===== config.mk =====
export PLATFORM = sky130hd
export DESIGN_NAME = pq_branch_resolver
export DESIGN_NICKNAME = d
export VERILOG_FILES = /design/src/rtl/pq_branch_resolver_pkg.sv /design/src/rtl/pq_branch_cmp.sv /design/src/rtl/pq_branch_resolver.sv
export SDC_FILE = /design/constraint.sdc
export NUM_CORES = 1
export LEC_CHECK = 0
export BUFFER_PORTS_ARGS = -buffer_cell sky130_fd_sc_hd__buf_2
export CAP_MARGIN = 20
export CORE_MARGIN = 1
export CORE_UTILIZATION = 45
export CTS_BUF_LIST = sky130_fd_sc_hd__clkbuf_4
export DETAILED_ROUTE_END_ITERATION = 6
export PLACE_DENSITY = 0.8
export SKIP_CTS_REPAIR_TIMING = 1
export SLEW_MARGIN = 20
export SYNTH_ARGS = -nofsm -noshare
export SYNTH_HDL_FRONTEND = slang
export SYNTH_HIERARCHICAL = 1
export SYNTH_SLANG_ARGS = --single-unit

===== constraint.sdc =====
create_clock -name clk -period 2.8 [get_ports clk]
set_clock_uncertainty 0.1 [all_clocks]
set_input_delay 0.14 -clock clk [delete_from_list [all_inputs] [get_ports clk]]
set_output_delay 0.14 -clock clk [all_outputs]
set_load 0.01 [all_outputs]

===== src/rtl/pq_branch_resolver_pkg.sv =====
// Shared definitions for the branch resolver and the Gshare predictor it updates.
package pq_branch_resolver_pkg;

  localparam int GHRW_DEF    = 8;
  localparam int BHT_IDW_DEF = 6;

  typedef enum logic [2:0] {
    F3_BEQ  = 3'b000,
    F3_BNE  = 3'b001,
    F3_BLT  = 3'b100,
    F3_BGE  = 3'b101,
    F3_BLTU = 3'b110,
    F3_BGEU = 3'b111
  } br_funct3_e;

  typedef enum logic {
    ST_IDLE,
    ST_SQUASH
  } bres_state_e;

  // 010/011 are the only encodings with no branch meaning.
  function automatic logic f3_legal(input logic [2:0] f);
    return f[2] | ~f[1];
  endfunction

endpackage


===== src/rtl/pq_branch_cmp.sv =====
// Combinational RV32I branch condition evaluator.
module pq_branch_cmp
  import pq_branch_resolver_pkg::*;
#(
  parameter int XLEN = 32
) (
  input  logic [2:0]      funct3,
  input  logic [XLEN-1:0] rs1,
  input  logic [XLEN-1:0] rs2,
  output logic            taken,
  output logic            legal
);

  always_comb begin
    taken = 1'b0;
    legal = f3_legal(funct3);
    case (funct3)
      F3_BEQ:  taken = (rs1 == rs2);
      F3_BNE:  taken = (rs1 != rs2);
      F3_BLT:  taken = ($signed(rs1) <  $signed(rs2));
      F3_BGE:  taken = ($signed(rs1) >= $signed(rs2));
      F3_BLTU: taken = (rs1 <  rs2);
      F3_BGEU: taken = (rs1 >= rs2);
      default: taken = 1'b0;
    endcase
  end

endmodule


===== src/rtl/pq_branch_resolver.sv =====
// Execute-stage branch resolver: predictor update, mispredict redirect, squash window.
// Optional performance counters are built when BRES_PERF_CNT_EN is defined.
//
// state  | meaning
// IDLE   | resolving incoming conditional branches
// SQUASH | redirect issued; wrong-path resolutions are dropped
module pq_branch_resolver
  import pq_branch_resolver_pkg::*;
#(
  parameter int XLEN       = 32,
  parameter int GHRW       = GHRW_DEF,
  parameter int BHT_IDW    = BHT_IDW_DEF,
  parameter int SQUASH_CYC = 2,
  localparam int BPCW      = BHT_IDW + 2
) (
  input  logic            clk,
  input  logic            rst,
  input  logic            i_br_valid,
  input  logic            i_is_op_branch,
  input  logic            i_is_op_jal,
  input  logic            i_stall,
  input  logic [XLEN-1:0] i_pc,
  input  logic [2:0]      i_funct3,
  input  logic [XLEN-1:0] i_rs1,
  input  logic [XLEN-1:0] i_rs2,
  input  logic [XLEN-1:0] i_immB,
  input  logic            i_pred_btaken,
  input  logic [GHRW-1:0] i_ghr_snapshot,
  output logic            o_upd_ghr,
  output logic            o_upd_bht,
  output logic [BPCW-1:0] o_upd_idx_pc,
  output logic [GHRW-1:0] o_upd_idx_ghr,
  output logic            o_actual_btaken,
  output logic            o_redirect,
  output logic [XLEN-1:0] o_redirect_pc,
  output logic            o_squash,
  output logic [31:0]     o_perf_nbranch,
  output logic [31:0]     o_perf_nmispred
);

  bres_state_e state;
  logic [3:0]  sq_cnt;

  logic            taken;
  logic            legal;
  logic            cond_br;
  logic            accept;
  logic            mispred;
  logic [XLEN-1:0] target;

  pq_branch_cmp #(.XLEN(XLEN)) u_cmp (
    .funct3 (i_funct3),
    .rs1    (i_rs1),
    .rs2    (i_rs2),
    .taken  (taken),
    .legal  (legal)
  );

  // JAL is always predicted taken at fetch, so it never reaches resolution here.
  assign cond_br = i_is_op_branch & ~i_is_op_jal;
  assign accept  = i_br_valid & cond_br & ~i_stall & (state == ST_IDLE);
  assign mispred = accept & (taken != i_pred_btaken);
  assign target  = taken ? (i_pc + i_immB) : (i_pc + XLEN'(4));

  always_ff @(posedge clk) begin
    if (rst) begin
      state           <= ST_IDLE;
      sq_cnt          <= '0;
      o_upd_ghr       <= 1'b0;
      o_upd_bht       <= 1'b0;
      o_upd_idx_pc    <= '0;
      o_upd_idx_ghr   <= '0;
      o_actual_btaken <= 1'b0;
      o_redirect      <= 1'b0;
      o_redirect_pc   <= '0;
      o_squash        <= 1'b0;
    end else begin
      o_upd_ghr  <= accept & legal;
      o_upd_bht  <= accept & legal;
      o_redirect <= mispred;
      if (accept) begin
        o_actual_btaken <= taken;
      end
      if (accept & legal) begin
        o_upd_idx_pc  <= i_pc[BPCW-1:0];
        o_upd_idx_ghr <= i_ghr_snapshot;
      end
      if (mispred) begin
        o_redirect_pc <= target;
      end
      case (state)
        ST_IDLE: begin
          if (mispred) begin
            state    <= ST_SQUASH;
            sq_cnt   <= 4'(SQUASH_CYC);
            o_squash <= 1'b1;
          end
        end
        ST_SQUASH: begin
          // Counter runs regardless of stall: the window is in wall-clock cycles.
          if (sq_cnt <= 4'd1) begin
            state    <= ST_IDLE;
            sq_cnt   <= '0;
            o_squash <= 1'b0;
          end else begin
            sq_cnt <= sq_cnt - 4'd1;
          end
        end
        default: begin
          state    <= ST_IDLE;
          sq_cnt   <= '0;
          o_squash <= 1'b0;
        end
      endcase
    end
  end

`ifdef BRES_PERF_CNT_EN
  always_ff @(posedge clk) begin
    if (rst) begin
      o_perf_nbranch  <= '0;
      o_perf_nmispred <= '0;
    end else begin
      if (accept && legal && (o_perf_nbranch != 32'hFFFF_FFFF)) begin
        o_perf_nbranch <= o_perf_nbranch + 32'd1;
      end
      if (mispred && (o_perf_nmispred != 32'hFFFF_FFFF)) begin
        o_perf_nmispred <= o_perf_nmispred + 32'd1;
      end
    end
  end
`else
  assign o_perf_nbranch  = '0;
  assign o_perf_nmispred = '0;
`endif

endmodule

Yosys cells after proc, flatten, opt, wreduce, memory -nomap -nowiden
Index checks and enable logic that the tools add are counted.
{"block": "word_totals", "regBits": 57, "out_inout_bits": 117, "elab_cells": 51}
{"block": "classes", "add_sub_neg": 3, "n_lt_le_gt_ge": 5, "eq_ne": 10, "muxes": 11, "bitwise_logic": 11, "n_reduce_logical": 2}
{"op": "$ge 32x32->1", "n": 2}
{"op": "$lt 32x32->1", "n": 2}
{"op": "$add 32x3->32 const B", "n": 1}
{"op": "$add 32x32->32", "n": 1}
{"op": "$eq 32x32->1", "n": 1}
{"op": "$mux 32", "n": 1}
{"op": "$ne 32x32->1", "n": 1}
{"op": "$eq 3x3->1 const B", "n": 4}
{"op": "$mux 4", "n": 2}
{"op": "$pmux 4 s2", "n": 1}
{"op": "$and 1x1->1", "n": 6}
{"op": "$pmux 1 s6", "n": 1}
{"op": "$le 4x1->1 const B", "n": 1}
{"op": "$mux 1", "n": 4}
{"op": "$not 1->1", "n": 4}
{"op": "$pmux 1 s2", "n": 2}
{"op": "$sub 4x1->4 const B", "n": 1}
{"op": "$eq 3x1->1 const B", "n": 1}
{"op": "$logic_not 3->1", "n": 1}
{"op": "$ne 2x1->1 const B", "n": 1}
{"op": "$ne 2x2->1 const B", "n": 1}
{"op": "$reduce_and 2->1", "n": 1}
{"op": "$ne 1x1->1", "n": 1}
{"op": "$or 1x1->1", "n": 1}

Longest topological paths before layout
Gate-level depths: netlist of run 1.
{"block": "logic_depth", "word_depth": 8, "mapped_depth": 16, "depth_no_buf": 15}

By module
Netlist of run 1, hierarchy kept.
{"module": "pq_branch_resolver", "n_inst": 1, "cells_per_inst": 647, "area_per_inst_um2": 4908.5, "seq_area_each_um2": 1141.1}
{"module": "pq_branch_cmp", "n_inst": 1, "cells_per_inst": 129, "area_per_inst_um2": 929.6, "seq_area_each_um2": 0.0}

Worst setup path after synthesis of run 1
No wires, ideal clock.
{"block": "synth_path", "kind": "input to register", "from": "in i_rs2[1]", "to": "reg o_redirect_pc[31]", "setup_time_ns": 0.095, "arrival_time_ns": 2.784, "slack_ns": -0.179, "cell_stages": 14, "path_cell_list": "inv_1 -> ha_1 -> nor2b_1 -> o211ai_1 -> a21oi_1 -> o311a_1 -> o311a_1 -> nor3_2 -> xor2_1 -> and2_0 -> clkbuf_1 -> nand2_1 -> or3_1 -> o311ai_1"}
{"block": "synth_between", "elab_chain_len": 4, "elab_cells_between_ends": 10, "cone_classes": "order compare: 4; eq/ne: 3; mux: 2; bitwise: 1"}
{"item": "from (decl)", "line": "pq_branch_resolver.sv:25", "text": "input logic [XLEN-1:0] i_rs2,"}
{"item": "$ge 32x32->1 (tied with other cells)", "line": "pq_branch_cmp.sv:23", "text": "F3_BGEU: taken = (rs1 >= rs2);"}
{"item": "$pmux 1 s6 *", "line": "pq_branch_cmp.sv:17", "text": "case (funct3)"}
{"item": "net taken", "line": "pq_branch_resolver.sv:44", "text": "logic taken;"}
{"item": "$ne 1x1->1", "line": "pq_branch_resolver.sv:62", "text": "assign mispred = accept & (taken != i_pred_btaken);"}
{"item": "$and 1x1->1", "line": "pq_branch_resolver.sv:62"}
{"item": "to (signal assigned)", "line": "pq_branch_resolver.sv:89", "text": "o_redirect_pc <= target;"}
{"item": "to (decl)", "line": "pq_branch_resolver.sv:35", "text": "output logic [XLEN-1:0] o_redirect_pc,"}
The timed path passes the listed nets; every way through them passes the cells marked *.
A chain may end at the register's enable or synchronous reset.

Final worst setup path of run 1
Ends and elaborated chain as after synthesis.

==> results of run 1 <==
## through the flow
step	setup WS [ns]	area (sq um)
floorplan	-0.0798	6120
global placement	-0.267	7010
detailed placement	-0.365	7010
CTS	0.0300	7220
global route	-0.0788	7560
finish	0.0886	7560
## kinds of logic (layout without fill, tap and decap cells)
logic type | count (synthesis) | after routing | synth area share, %
and+or+nand+nor | 236 | 236 | 19.5
AOI/OAI and AO/OA | 218 | 218 | 24.2
buffers and inverters | 136 | 310 | 12.9
adders and majority gates | 67 | 67 | 14.5
DFF | 57 | 57 | 19.5
xor gates and xnor gates | 53 | 53 | 7.95
muxes | 8 | 8 | 1.37
other | 1 | 64 | 0.0642
## state kept, by name (all words and copies together) (netlist names)
signal / flops
o_actual_btaken: 1
o_redirect: 1
o_redirect_pc: 32
o_squash: 1
o_upd_bht: 1
o_upd_idx_ghr: 8
o_upd_idx_pc: 8
sq_cnt: 4
state: 1
## metal layers
layer	wire, microns	vias to the layer above
met1	7110	2787
met4	342	0
li1	-	3098
met2	8170	238
met3	952	27
met5	0	-
## cells in the mapped netlist (4+ instances only)
cell type   n
nand2b_1    4
nand4_1    24
xnor2_1    31
a21o_1     17
mux2i_1     8
inv_1      45
and2_1      7
nor2_1     59
nand3_1    21
nor3_1     11
o211ai_1    7
dfxtp_1    57
nand2_1    79
o21bai_1    8
o21ai_0    30
xor2_1     22
ha_1       66
buf_4      65
and3_1     14
a21oi_1    93
a211oi_1   17
a21boi_0    5
a22oi_1     7
clkbuf_1   23
## area by class of cell
type | count | area, sq um
Inverter | 45 | 171
Tap cell | 172 | 215
Timing Repair Buffer | 249 | 1460
Fill cell | 1147 | 5060
Multi-Input combinational cell | 646 | 4370
Clock buffer | 10 | 75.1
Clock inverter | 6 | 130
Sequential cell | 57 | 1140
## worst max-delay path: cells and delay by family
family	cells	cell delay, ns
xor+xnor	1	0.22
fa+ha+maj	1	0.19
compound gates	5	1.31
simple gates	5	0.95
buf+inv	2	0.15
## power groups by stage
stage	combinational (mW)	sequential [mW]	clock, mW
2_1_floorplan	0.649	0.864	0
3_3_place_gp	0.894	0.858	0
3_5_place_dp	0.906	0.858	0
4_1_cts	0.911	0.839	0.880
5_1_grt	1.08	0.842	0.913
6_report	0.971	0.840	0.868
## final timing paths
path | startpoint | end | depth (start not counted)
min | i_pc[30] | o_redirect_pc[30] | 4
max | i_rs2[1] | o_redirect_pc[31] | 14
max reg2reg | state | o_redirect_pc[31] | 5
min reg2reg | o_upd_idx_pc[6] | o_upd_idx_pc[6] | 2
==> impl_metrics.yaml, run 1 <==
outcome:
  status: "complete, but fails checks"
  violations: "negative hold slack"
pwr:
  power_switching_uw: 875
  ir_drop_uv: 179
  pwr-share-comb_pct: 36.2
  p_sw_share_pct: 32.7
  p_total_mw: 2.68
  p_int_mw: 1.80
  p_per_area_nw_per_um2: 354
  power_frac_clock_pct: 32.4
  sequentialPowerShare_pct: 31.4
  power.leakage_nw: 3.68
die:
  core_sq_um: 12600
  die-height_microns: 116
  ios: 263
  initial_utilization_pct: 46.3
  die_area_sq_um: 13400
  die_w_microns: 116
  rows: 41
sta:
  setup_violations: 0
  slew_violations: 0
  fin_setup_tns_ns: 0
  final_hold_viol_count: 1
  fin_hold_ws_ns: -0.0244
  slew_headroom_pct: 59.6
  rsz0062_at_grt: "yes"
  period_minus_slack_ns: 2.71
  worst_pin_slew_ns: 0.604
  fin_crit_sh_pct: 96.8
  clock.fmax_mhz: 369
finish:
  final_cells: 1185
  fin_nets: 1221
  post-route-util_pct: 59.9
  drive_above_1_share_pct: 28.8
  final_common_cell: "buf_2"
  final_cell_mix: "buf_2 (197), a21oi_1 (93), nand2_1 (77)"
  area_delta_synth_final_pct: 29.5
  antenna_cells: 0
synthesis:
  syn_area_per_cell_sq_um: 7.52
  async_flop_share_pct: 0
  synth_top_area_cell: "dfxtp_1"
  yosysSeqAreaShare_pct: 19.5
  postSynthCellCount: 776
  ys_ff_latch: 57
  yosys_warnings: 6
  netlist.area_leader.share_pct: 19.5
  synth_edf_count: 0
  netlist_area_sq_um: 5840
  netlist_top_cells_area: "dfxtp_1 (20%), ha_1 (14%), buf_4 (8.4%)"
  synth-main-ff-cell: "dfxtp_1"
  synthDistinctLibCells: 65
clocking:
  tritoncts: "done"
  cts_buffer_depth: 2
  htreeDepth: 3
  cts_buffers: 9
  insertion_delay_ns: 0.42
  cts.clk_slew.worst_paths_ns: 0.09
  cts.sinks: 57
  cts_root_buf: "clkbuf_4"
worst_setup_path:
  cpMostUsedCell: "o311a_1"
  crit_path_end_kind: "register"
  critPathArrivalTime_ns: 2.93
  crit_type: "primary input to register"
  cp_cell_sequence: "buf_6 > inv_4 > ha_4 > nor2b_4 > o211ai_1 > a21oi_1 > o311a_1 > o311a_1 > nor3_4 > xor2_2 > and2_4 > nand2_4 > or3_1 > o311ai_1"
  slowest_delay_ns: 0.39
  cp.required_ns: 3.02
  critPathLaunchType: "primary input"
  critPathMaxFanout: 3
  cp_slowest_cell: "o311a_1"
  reg2reg_slack_ns: 0.94
global_route:
  grt_max_degree: 51
  overflow: 0
  grt_busiest_layer: "met2"
  gr-usage-met3_pct: 2.09
  grt_pass1_vias: 5276
  met1_usage_pct: 29.2
  track_usage_pct: 22.7
  antenna_found_initial: 0
  grt_pass1_wl_microns: 24300
  grt_use_met2_pct: 39.7
placed_design:
  dpl.hpwl_microns: 13000
  portBuffers: 198
  place_congestion: 0.883
  dp_cells: 1151
detailed_routing:
  detail_route.first_pass.iterations: 5
  vias: 6150
  antenna_left: 0
  drc_errors: 0
  routed_wl_microns: 16600
  via_per_inst: 5.19
  routedWlPerCell_microns: 14.0
  initialDrtViolationCount: 456
job:
  maxCapViolations: 0
hold_path:
  holdCritPathClass: "primary input to register"
(Power assumes the default switching activity.)
==> run 2, diff against run 1 <==
--- a/config.mk
+++ b/config.mk
@@ -8,10 +8,10 @@
 export BUFFER_PORTS_ARGS = -buffer_cell sky130_fd_sc_hd__buf_2
 export CAP_MARGIN = 20
 export CORE_MARGIN = 1
-export CORE_UTILIZATION = 45
+export CORE_UTILIZATION = 53
 export CTS_BUF_LIST = sky130_fd_sc_hd__clkbuf_4
 export DETAILED_ROUTE_END_ITERATION = 6
-export PLACE_DENSITY = 0.8
+export PLACE_DENSITY = 0.89
 export SKIP_CTS_REPAIR_TIMING = 1
 export SLEW_MARGIN = 20
 export SYNTH_ARGS = -nofsm -noshare
==> constraint.sdc (replaced) <==
create_clock -name clk -period 3.4 [get_ports clk]
set_clock_uncertainty 0.1 [all_clocks]
set_input_delay 0.17 -clock clk [delete_from_list [all_inputs] [get_ports clk]]
set_output_delay 0.17 -clock clk [all_outputs]
set_load 0.01 [all_outputs]
==> run 2 against run 1 <==
- the run still ends with negative hold slack left
- power fell by 26%
- worst setup slack improved by 0.22 ns
- combinational power fell by 24%
- via count fell by 0.83%
- flip-flop and latch count did not move
- critical path depth fell by 2
- sequential power fell by 18%
- core utilization rose by 6.7 points
- global-route usage rose by 4.0 points
- sequential share of layout area rose by 1.2 points
- die area fell by 15%
- largest cell class unchanged
- largest power group unchanged
==> impl_metrics.yaml, run 2 (same netlist as run 1, synthesis figures left out) <==
pwr:
  p_per_area_nw_per_um2: 284
  p_total_mw: 1.99
  power.leakage_nw: 3.48
  ir_drop_uv: 166
worst_setup_path:
  critPathMaxFanout: 4
  cp.required_ns: 3.57
  critPathBufInv: 2
  cpMostUsedCell: "a21oi_1"
  cp_slowest_cell: "dlygate4sd3_1"
  crit_path_end_kind: "register"
  cp_cell_sequence: "dlygate4sd3_1 > buf_2 > fa_1 > a21oi_1 > o21ai_0 > a21oi_1 > o31ai_4 > o31ai_4 > o21ai_1 > a21boi_1 > mux2i_1 > a21oi_1"
  critPathArrivalTime_ns: 3.26
  critPathLaunchType: "primary input"
  crit_type: "primary input to register"
  slowest_delay_ns: 0.53
  critPathTopFamily: "compound AO/OA/AOI/OAI gates"
finish:
  final_cell_mix: "buf_2 (198), a21oi_1 (93), nand2_1 (79)"
  drive_above_1_share_pct: 24.2
  antenna_cells: 0
  largestRegisters: "o_redirect_pc: 32 flops, o_upd_idx_ghr: 8 flops, o_upd_idx_pc: 8 flops"
  fin_nets: 1191
  final_common_cell: "buf_2"
  regMostFlops: "o_redirect_pc"
  largest_reg_flops: 32
  post-route-util_pct: 66.6
  area_delta_synth_final_pct: 19.9
sta:
  fin_hold_ws_ns: -0.000501
  worst_pin_slew_ns: 0.966
  final_hold_viol_count: 1
  fin_setup_tns_ns: 0
  slew_headroom_pct: 35.6
  fin_crit_sh_pct: 91.0
  clock.fmax_mhz: 323
  slew_violations: 0
  setup_violations: 0
  period_minus_slack_ns: 3.09
  rsz0062_at_grt: "no"
clocking:
  cts_buffer_depth: 2
  cts.clk_slew.worst_paths_ns: 0.10
  tritoncts: "done"
  cts_buffers: 9
  cts_root_buf: "clkbuf_4"
  cts.sinks: 57
  insertion_delay_ns: 0.37
  htreeDepth: 3
detailed_routing:
  detail_route.first_pass.iterations: 5
  via_per_inst: 5.45
  routedWlPerCell_microns: 14.4
  vias: 6099
  antenna_left: 0
  initialDrtViolationCount: 539
  routed_wl_microns: 16100
  drc_errors: 0
global_route:
  grt_max_degree: 52
  grt_pass1_vias: 5381
  grt_busiest_layer: "met2"
  grt_use_met2_pct: 47.8
  met1_usage_pct: 33.0
  grt_pass1_wl_microns: 24700
  overflow: 0
  antenna_found_initial: 0
  gr-usage-met3_pct: 3.04
  track_usage_pct: 26.7
hold_path:
  holdCritPathClass: "primary input to register"
placed_design:
  place_congestion: 0.933
  portBuffers: 198
  dpl.hpwl_microns: 12900
die:
  core_sq_um: 10500
  initial_utilization_pct: 55.6
  die_w_microns: 107
  die-height_microns: 107
  ios: 263
  rows: 37
  die_area_sq_um: 11400
job:
  maxCapViolations: 0
outcome:
  violations: "negative hold slack"
  status: "complete, but fails checks"
run 2: cell count changes in the layout (fill, tap and decap cells not counted), sizes merged:
cell | before | now
bufinv | 4 | 2
inv | 45 | 46
buf | 233 | 207
clkinv | 2 | 3
dlygate4sd3 | 16 | 12
run 2: per-layer routing:
layer  wire length, microns  up-vias
met5                      0        -
met4                    437        0
met3                   1020       34
met2                   8010      265
met1                   6620     2759
li1                       -     3041
run 2: worst paths after layout:
kind | start | to | slack [ns] | cells after the start
max reg2reg | state | o_redirect_pc[23] | 1.53 | 5
min reg2reg | o_upd_idx_pc[7] | o_upd_idx_pc[7] | 0.35 | 2
max | i_pc[1] | o_redirect_pc[24] | 0.31 | 12
min | i_pc[7] | o_upd_idx_pc[7] | -0.0005 | 3
run 2: per-stage QoR:
step           instances  cell area [sq um]  setup WS, ns
6_report            1119               7000         0.306
5_1_grt             1119               7000        0.0884
4_1_cts             1107               6880         0.607
3_5_place_dp        1091               6720         0.203
3_3_place_gp        1091               6720         0.281
2_1_floorplan        839               6070         0.391
run 2: worst reg2reg max path: cells and delay by family, from the launching register on:
kind / cells / cell delay (ns)
flops: 1 / 0.39
simple gates: 3 / 0.68
compound gates: 1 / 0.33
buf+inv: 1 / 0.22
run 2: power by group:
| group | internal, mW | switching, mW |
|---|---|---|
| Sequential | 0.682 | 0.00972 |
| Combinational | 0.306 | 0.435 |
| Clock | 0.304 | 0.249 |
run 2: cell type report:
cell class | instances | area (sq um)
Multi-Input combinational cell | 646 | 4190
Fill cell | 918 | 3510
Clock inverter | 6 | 81.3
Sequential cell | 57 | 1140
Tap cell | 136 | 170
Clock buffer | 10 | 75.1
Inverter | 45 | 169
Timing Repair Buffer | 219 | 1180
